$ cat config.mk
export PLATFORM = sky130hd
export DESIGN_NAME = aes_core_arbiter
export DESIGN_NICKNAME = d
export VERILOG_FILES = /design/src/rtl/aes_core_arbiter.sv
export SDC_FILE = /design/constraint.sdc
export NUM_CORES = 1
export LEC_CHECK = 0
export ABC_AREA = 1
export CORE_AREA = 2 2 401 403
export DETAILED_ROUTE_END_ITERATION = 16
export DIE_AREA = 0 0 403 405
export DONT_BUFFER_PORTS = 1
export SYNTH_ARGS = -nofsm -noshare
export SYNTH_HDL_FRONTEND = slang
export SYNTH_SLANG_ARGS = --single-unit
$ cat constraint.sdc
create_clock -name AES_clk -period 21.3 [get_ports AES_clk]
set_clock_uncertainty 0.1 [all_clocks]
set_input_delay 2.13 -clock AES_clk [delete_from_list [all_inputs] [get_ports AES_clk]]
set_output_delay 2.13 -clock AES_clk [all_outputs]
set_load 0.01 [all_outputs]
$ cat src/rtl/aes_core_arbiter.sv
// aes_core_arbiter: round-robin sharing of one AES core between two requesters,
// with a timeout abort and a valid/ready response channel per port.
module aes_core_arbiter #(
    parameter int TIMEOUT_CYC = 64,
    parameter int GAP_CYC     = 2
) (
    input  logic         AES_clk,
    input  logic         AES_rst,
    input  logic         req0_valid,
    input  logic [127:0] req0_data,
    input  logic [127:0] req0_key,
    output logic         req0_ready,
    input  logic         req1_valid,
    input  logic [127:0] req1_data,
    input  logic [127:0] req1_key,
    output logic         req1_ready,
    output logic         rsp0_valid,
    input  logic         rsp0_ready,
    output logic         rsp1_valid,
    input  logic         rsp1_ready,
    output logic [127:0] rsp_data,
    output logic         rsp_err,
    output logic         core_en,
    output logic [127:0] core_data_in,
    output logic [127:0] core_key_in,
    input  logic [127:0] core_data_out,
    input  logic         core_data_out_valid,
    output logic         busy
);
    typedef enum logic [1:0] {IDLE, RUN, RESP, GAP} state_t;
    state_t       state;
    logic [127:0] op_data, op_key;
    logic         gnt, last_grant;
    logic [7:0]   cnt;
    logic         g0, g1;
    // On a tie the port not served last wins
    assign g0 = req0_valid && (!req1_valid || last_grant);
    assign g1 = req1_valid && (!req0_valid || !last_grant);
    assign req0_ready   = !AES_rst && state == IDLE && g0;
    assign req1_ready   = !AES_rst && state == IDLE && g1;
    assign core_en      = state == RUN;
    assign busy         = state != IDLE;
    assign rsp0_valid   = state == RESP && !gnt;
    assign rsp1_valid   = state == RESP && gnt;
    assign core_data_in = op_data;
    assign core_key_in  = op_key;
    always_ff @(posedge AES_clk or posedge AES_rst) begin
        if (AES_rst) begin
            state      <= IDLE;
            op_data    <= '0;
            op_key     <= '0;
            gnt        <= 1'b0;
            last_grant <= 1'b1;
            cnt        <= '0;
            rsp_data   <= '0;
            rsp_err    <= 1'b0;
        end else begin
            case (state)
                IDLE: if (g0 || g1) begin
                    op_data    <= g1 ? req1_data : req0_data;
                    op_key     <= g1 ? req1_key : req0_key;
                    gnt        <= g1;
                    last_grant <= g1;
                    cnt        <= '0;
                    state      <= RUN;
                end
                RUN: begin
                    cnt <= cnt + 8'd1;
                    // A valid in the timeout cycle still counts as success
                    if (core_data_out_valid) begin
                        rsp_data <= core_data_out;
                        rsp_err  <= 1'b0;
                        state    <= RESP;
                    end else if (cnt == 8'(TIMEOUT_CYC - 1)) begin
                        rsp_data <= '0;
                        rsp_err  <= 1'b1;
                        state    <= RESP;
                    end
                end
                RESP: if (gnt ? rsp1_ready : rsp0_ready) begin
                    cnt   <= '0;
                    state <= GAP;
                end
                GAP: begin
                    if (cnt == 8'(GAP_CYC - 1))
                        state <= IDLE;
                    else
                        cnt <= cnt + 8'd1;
                end
            endcase
        end
    end
endmodule

### Yosys cells after proc, flatten, opt, wreduce, memory -nomap -nowiden

Index checks and enable logic that the tools add are counted.

| storage, ports and cells | value |
|---|---|
| register bits after elaboration | 397 |
| latch bits | 0 |
| memory bits (writable) | 0 |
| bits in read-only memories | 0 |
| input port bits | 647 |
| output and inout bits | 391 |
| logic and storage cells | 58 |
| memories kept | 0 |

| operators by class | value |
|---|---|
| add/sub/neg operators | 1 |
| multiply operators | 0 |
| divide/modulo/power cells | 0 |
| $lt $le $gt $ge | 0 |
| eq/ne operators | 10 |
| shift-type cells | 0 |
| mux-type cells | 17 |
| bitwise operators | 0 |
| reductions and logical operators | 22 |

Operator list:

| kind | count |
|---|---|
| two-way mux 128 bit | 4 |
| case mux 8 bit (4 select lines) | 1 |
| two-way mux 8 bit | 3 |
| two-way mux 2 bit | 5 |
| adder 8 x 1 -> 8 bit (second input constant) | 1 |
| == test 8 x 1 -> 1 bit (second input constant) | 1 |
| == test 8 x 6 -> 1 bit (second input constant) | 1 |
| case mux 2 bit (4 select lines) | 1 |
| logical AND 1 bit | 7 |
| logical NOT 1 bit | 5 |
| == test 2 bit (second input constant) | 2 |
| != test 2 x 1 -> 1 bit (second input constant) | 2 |
| != test 2 bit (second input constant) | 2 |
| AND reduction 2 bit | 2 |
| AND reduction 4 bit | 1 |
| nonzero test 2 bit | 2 |
| logical OR 1 bit | 3 |
| two-way mux 1 bit | 3 |
| != test 3 x 1 -> 1 bit (second input constant) | 1 |
| AND reduction 3 bit | 1 |
| == test 2 x 1 -> 1 bit (second input constant) | 1 |
| logical NOT 2 bit | 1 |

### Depth between registers and ports, before layout

| depth | value |
|---|---|
| depth after elaboration | 6 |
| depth in mapped cells | 9 |
| gate-level depth less buffers | 9 |

### Worst setup path before layout

Ideal clock, no wire load.

| path | value |
|---|---|
| path type | input to output |
| start point | in req0_valid |
| end point | out req1_ready |
| data arrival time | 2.926 ns |
| data required time | 19.070 ns |
| setup slack | 16.144 ns |
| stages | 7 |
| buffers on the path | 2 |
| cell sequence | nand2_2 > nand2_4 > inv_2 > buf_4 > buf_2 > nand2_1 > nor2_1 |

| between the ends | value |
|---|---|
| cells in the longest elaborated chain, start to end | 4 |

Ends and longest elaborated chain:

| what | line | source |
|---|---|---|
| start: declaration | 9 | `input logic req0_valid,` |
| logical NOT 1 bit | 38 | `assign g1 = req1_valid && (!req0_valid \|\| !last_grant);` |
| logical OR 1 bit | 38 |  |
| logical AND 1 bit | 38 |  |
| logical AND 1 bit | 40 | `assign req1_ready = !AES_rst && state == IDLE && g1;` |
| end: declaration | 16 | `output logic req1_ready,` |

Every way passes these cells.

### Final worst setup path

Ends and elaborated chain as after synthesis.

==> out/metrics.csv <==
stage,metric,value,unit
logic_synthesis,synth_area,0.0195,mm2
sta,setup_tns,0,ps
grt,grt_pass1_vias,15185,
logic_synthesis,synth_compound_area_frac,0.154,
die,dieArea,0.163,mm2
placement,place_ws,15250,ps
logic_synthesis,synthSimpleGateAreaFrac,0.280,
clock_network,path_clk_slew,50,ps
clock_network,cts_tree,yes,
logic_synthesis,synth_common_cells,"nand2_1, dfrtp_1, or2_2",
logic_synthesis,async_flop_share,1.00,
worst_hold_path,hp-class,reg2reg,
critical_path,crit_type,in2out,
clock_network,root_buffer,clkbuf_16,
sta,rsz0062_at_grt,no,
detailed_routing,wire_per_inst,29.7,um
layout,finalNetCount,2654,
layout,area_growth,19.6,%
sta,tightest_slew,1030,ps
grt,grt_usage,0.145,
power,vdd_drop_max,0.000124,V
logic_synthesis,syn-num-nets,2736,
sta,layout_setup_ws,15420,ps
logic_synthesis,synth.area.mux_share,0,
grt,grt_pass1_wl,157000,um
detailed_routing,met3_length,18600,um
logic_synthesis,synth.most_common_cell,nand2_1,
layout,multi_input_area,0.00857,mm2
die,core_area,0.159,mm2
logic_synthesis,synth_cells,2082,
sta,relSlewSlack,0.314,
die,num_io_pins,1038,
logic_synthesis,ys_types,30,
grt,antenna_found_initial,158,
logic_synthesis,syn_avg_cell_area,9.37,um2
die,initial_core_util,0.122,
critical_path,reg2regPathDepth,8,
layout,drive_gt1_frac,0.282,
critical_path,worst_setup_path_start_kind,primary input,
logic_synthesis,ys_ff_latch,397,
clock_network,cts_setup_buffers,0,
sta,setup_viol_count_final,0,
logic_synthesis,synth_edf_count,0,
logic_synthesis,synth_top_area_share,0.508,
logic_synthesis,synth-xor-area-share,0,
logic_synthesis,synth_top_family_by_area,simple AND/OR/NAND/NOR gates,
placement,io_buffers,0,
grt,overflow,0,
detailed_routing,antenna_left,0,
clock_network,hold_buffers,0,
detailed_routing,top_layer,met5,
sta,final-max-slew-violation-count,0,
clock_network,cts_resized,0,
detailed_routing,viasPerCell,3.82,
sta,finalHoldViolCount,0,
detailed_routing,wl,124000,um
critical_path,required,19070,ps
logic_synthesis,synth-main-ff-cell,dfrtp_1,
sta,max_freq,170,MHz
die,rows,147,
critical_path,arrival,3650,ps
clock_network,cts_buffer_depth,3,
clock_network,clkSinkCount,397,
flow_run,max-cap-violations,0,
logic_synthesis,seq_area_frac_synth,0.509,
layout,seq_area,0.00994,mm2
placement,hpwl,103000,um
layout,fillerInstances,18028,
critical_path,worst-path-max-fanout,160,
sta,period_share,0.276,
grt,grt_max_degree,159,
detailed_routing,drt-pass1-iter-count,4,
detailed_routing,drc,0,
worst_hold_path,whs_path_depth,2,
logic_synthesis,ys.warnings.count,0,
sta,min_period,5880,ps
detailed_routing,wl_met1,40200,um
clock_network,clock_latency,620,ps
logic_synthesis,yosys-top-cells-area,"dfrtp_1, nand2_1, o211ai_2, or2_2, nand3_1",
placement,routabilityCongestion,1.00,
clock_network,h-tree-depth,2,
die,die_x,403,um
logic_synthesis,synthAdderAreaFrac,0.00449,
outcome,outcome,"complete, no violations",
power,leakagePower,0.0103,uW
logic_synthesis,synth_top_area_cell,dfrtp_1,
power,p_per_area,160,mW/mm2
critical_path,crit_path_end_kind,primary output,
detailed_routing,drtIter0Drc,1288,
detailed_routing,dr_wl_met2,59500,um
detailed_routing,routed-via-count,15927,
clock_network,cts_buffers,51,
die,die_h,405,um
==> registers in the layout, summed over array words and instances, names as in the netlist <==
name and count:
rsp_err 1, state 2, core_key_in 128, last_grant 1, core_data_in 128, gnt 1, rsp_data 128, cnt 8
==> where the power goes <==
part | total [uW] | internal, uW | switching [uW]
logic | 951 | 325 | 625
clock network | 945 | 558 | 387
registers | 1830 | 1110 | 715
==> placed cells by master, fill, tap and decap left out <==
cell,synthesis,layout
inv_6,0,2
o211ai_2,200,200
clkbuf_8,0,8
nand2_8,0,2
nand2_1,809,808
o21ai_1,1,1
nand3b_1,1,1
dfstp_2,1,1
nor3_1,1,1
diode_2,0,46
bufinv_16,0,7
o21ai_2,1,1
dfrtp_1,396,396
clkbuf_1,49,9
o211ai_1,56,56
nand2_2,2,2
clkinvlp_4,0,3
nand3_1,138,138
inv_2,3,2
buf_4,4,20
inv_16,0,2
ha_1,7,7
o21a_1,1,1
inv_4,1,1
nand2_4,2,1
inv_1,24,22
nor2_4,1,1
or2_2,258,258
clkinv_2,0,9
o21ai_0,9,9
clkinv_16,0,2
a21oi_1,2,2
clkbuf_16,0,51
inv_8,0,3
nand4_1,4,4
nor2_1,9,9
==> kinds of logic after synthesis <==
logic type / after synthesis
buffers and inverters: 183
flip-flops: 397
AO/OA/AOI/OAI: 270
adder cells (fa/ha/maj): 7
AND/OR/NAND/NOR: 1225
==> final timing paths <==
kind	startpoint	end	slack, ps
max reg2reg	last_grant	core_data_in[14]	17210
min reg2reg	core_data_in[102]	core_data_in[102]	450
max	req0_valid	req1_ready	15420
min in group asynchronous	AES_rst	core_key_in[126]	1410
max in group asynchronous	AES_rst	core_key_in[31]	17380
min	core_data_in[102]	core_data_in[102]	450
==> critical path, stage by stage <==
cell and delay (ps):
nand2_2 100, nand2_8 450, inv_8 510, nand2_1 150, nor2_1 250
==> layout make-up <==
class | instances | share of cell area
Multi-Input combinational cell | 1502 | 0.367
Sequential cell | 397 | 0.426
Clock buffer | 68 | 0.0609
Antenna cell | 46 | 0.00493
Inverter | 28 | 0.00595
Timing Repair Buffer | 20 | 0.00644
Clock inverter | 25 | 0.0166
Tap cell | 2086 | 0.112
==> metrics by stage <==
stage	util	power [uW]	area, um2	hold slack, ps	cells
4_1_cts	0.146	3820	23200	449	4126
3_3_place_gp	0.134	2810	21400	419	4033
5_1_grt	0.146	3970	23200	464	4138
2_1_floorplan	-	2280	19500	365	2082
6_report	0.146	3720	23300	447	4172
3_5_place_dp	0.134	2850	21400	433	4033
==> routing by layer <==
| layer | vias up | GRT usage |
|---|---|---|
| li1 | 6760 | - |
| met1 | 7687 | 0.141 |
| met2 | 996 | 0.243 |
| met3 | 350 | 0.101 |
| met4 | 134 | 0.0480 |
| met5 | - | 0 |
No activity file was read; power rests on OpenSTA's default activity.
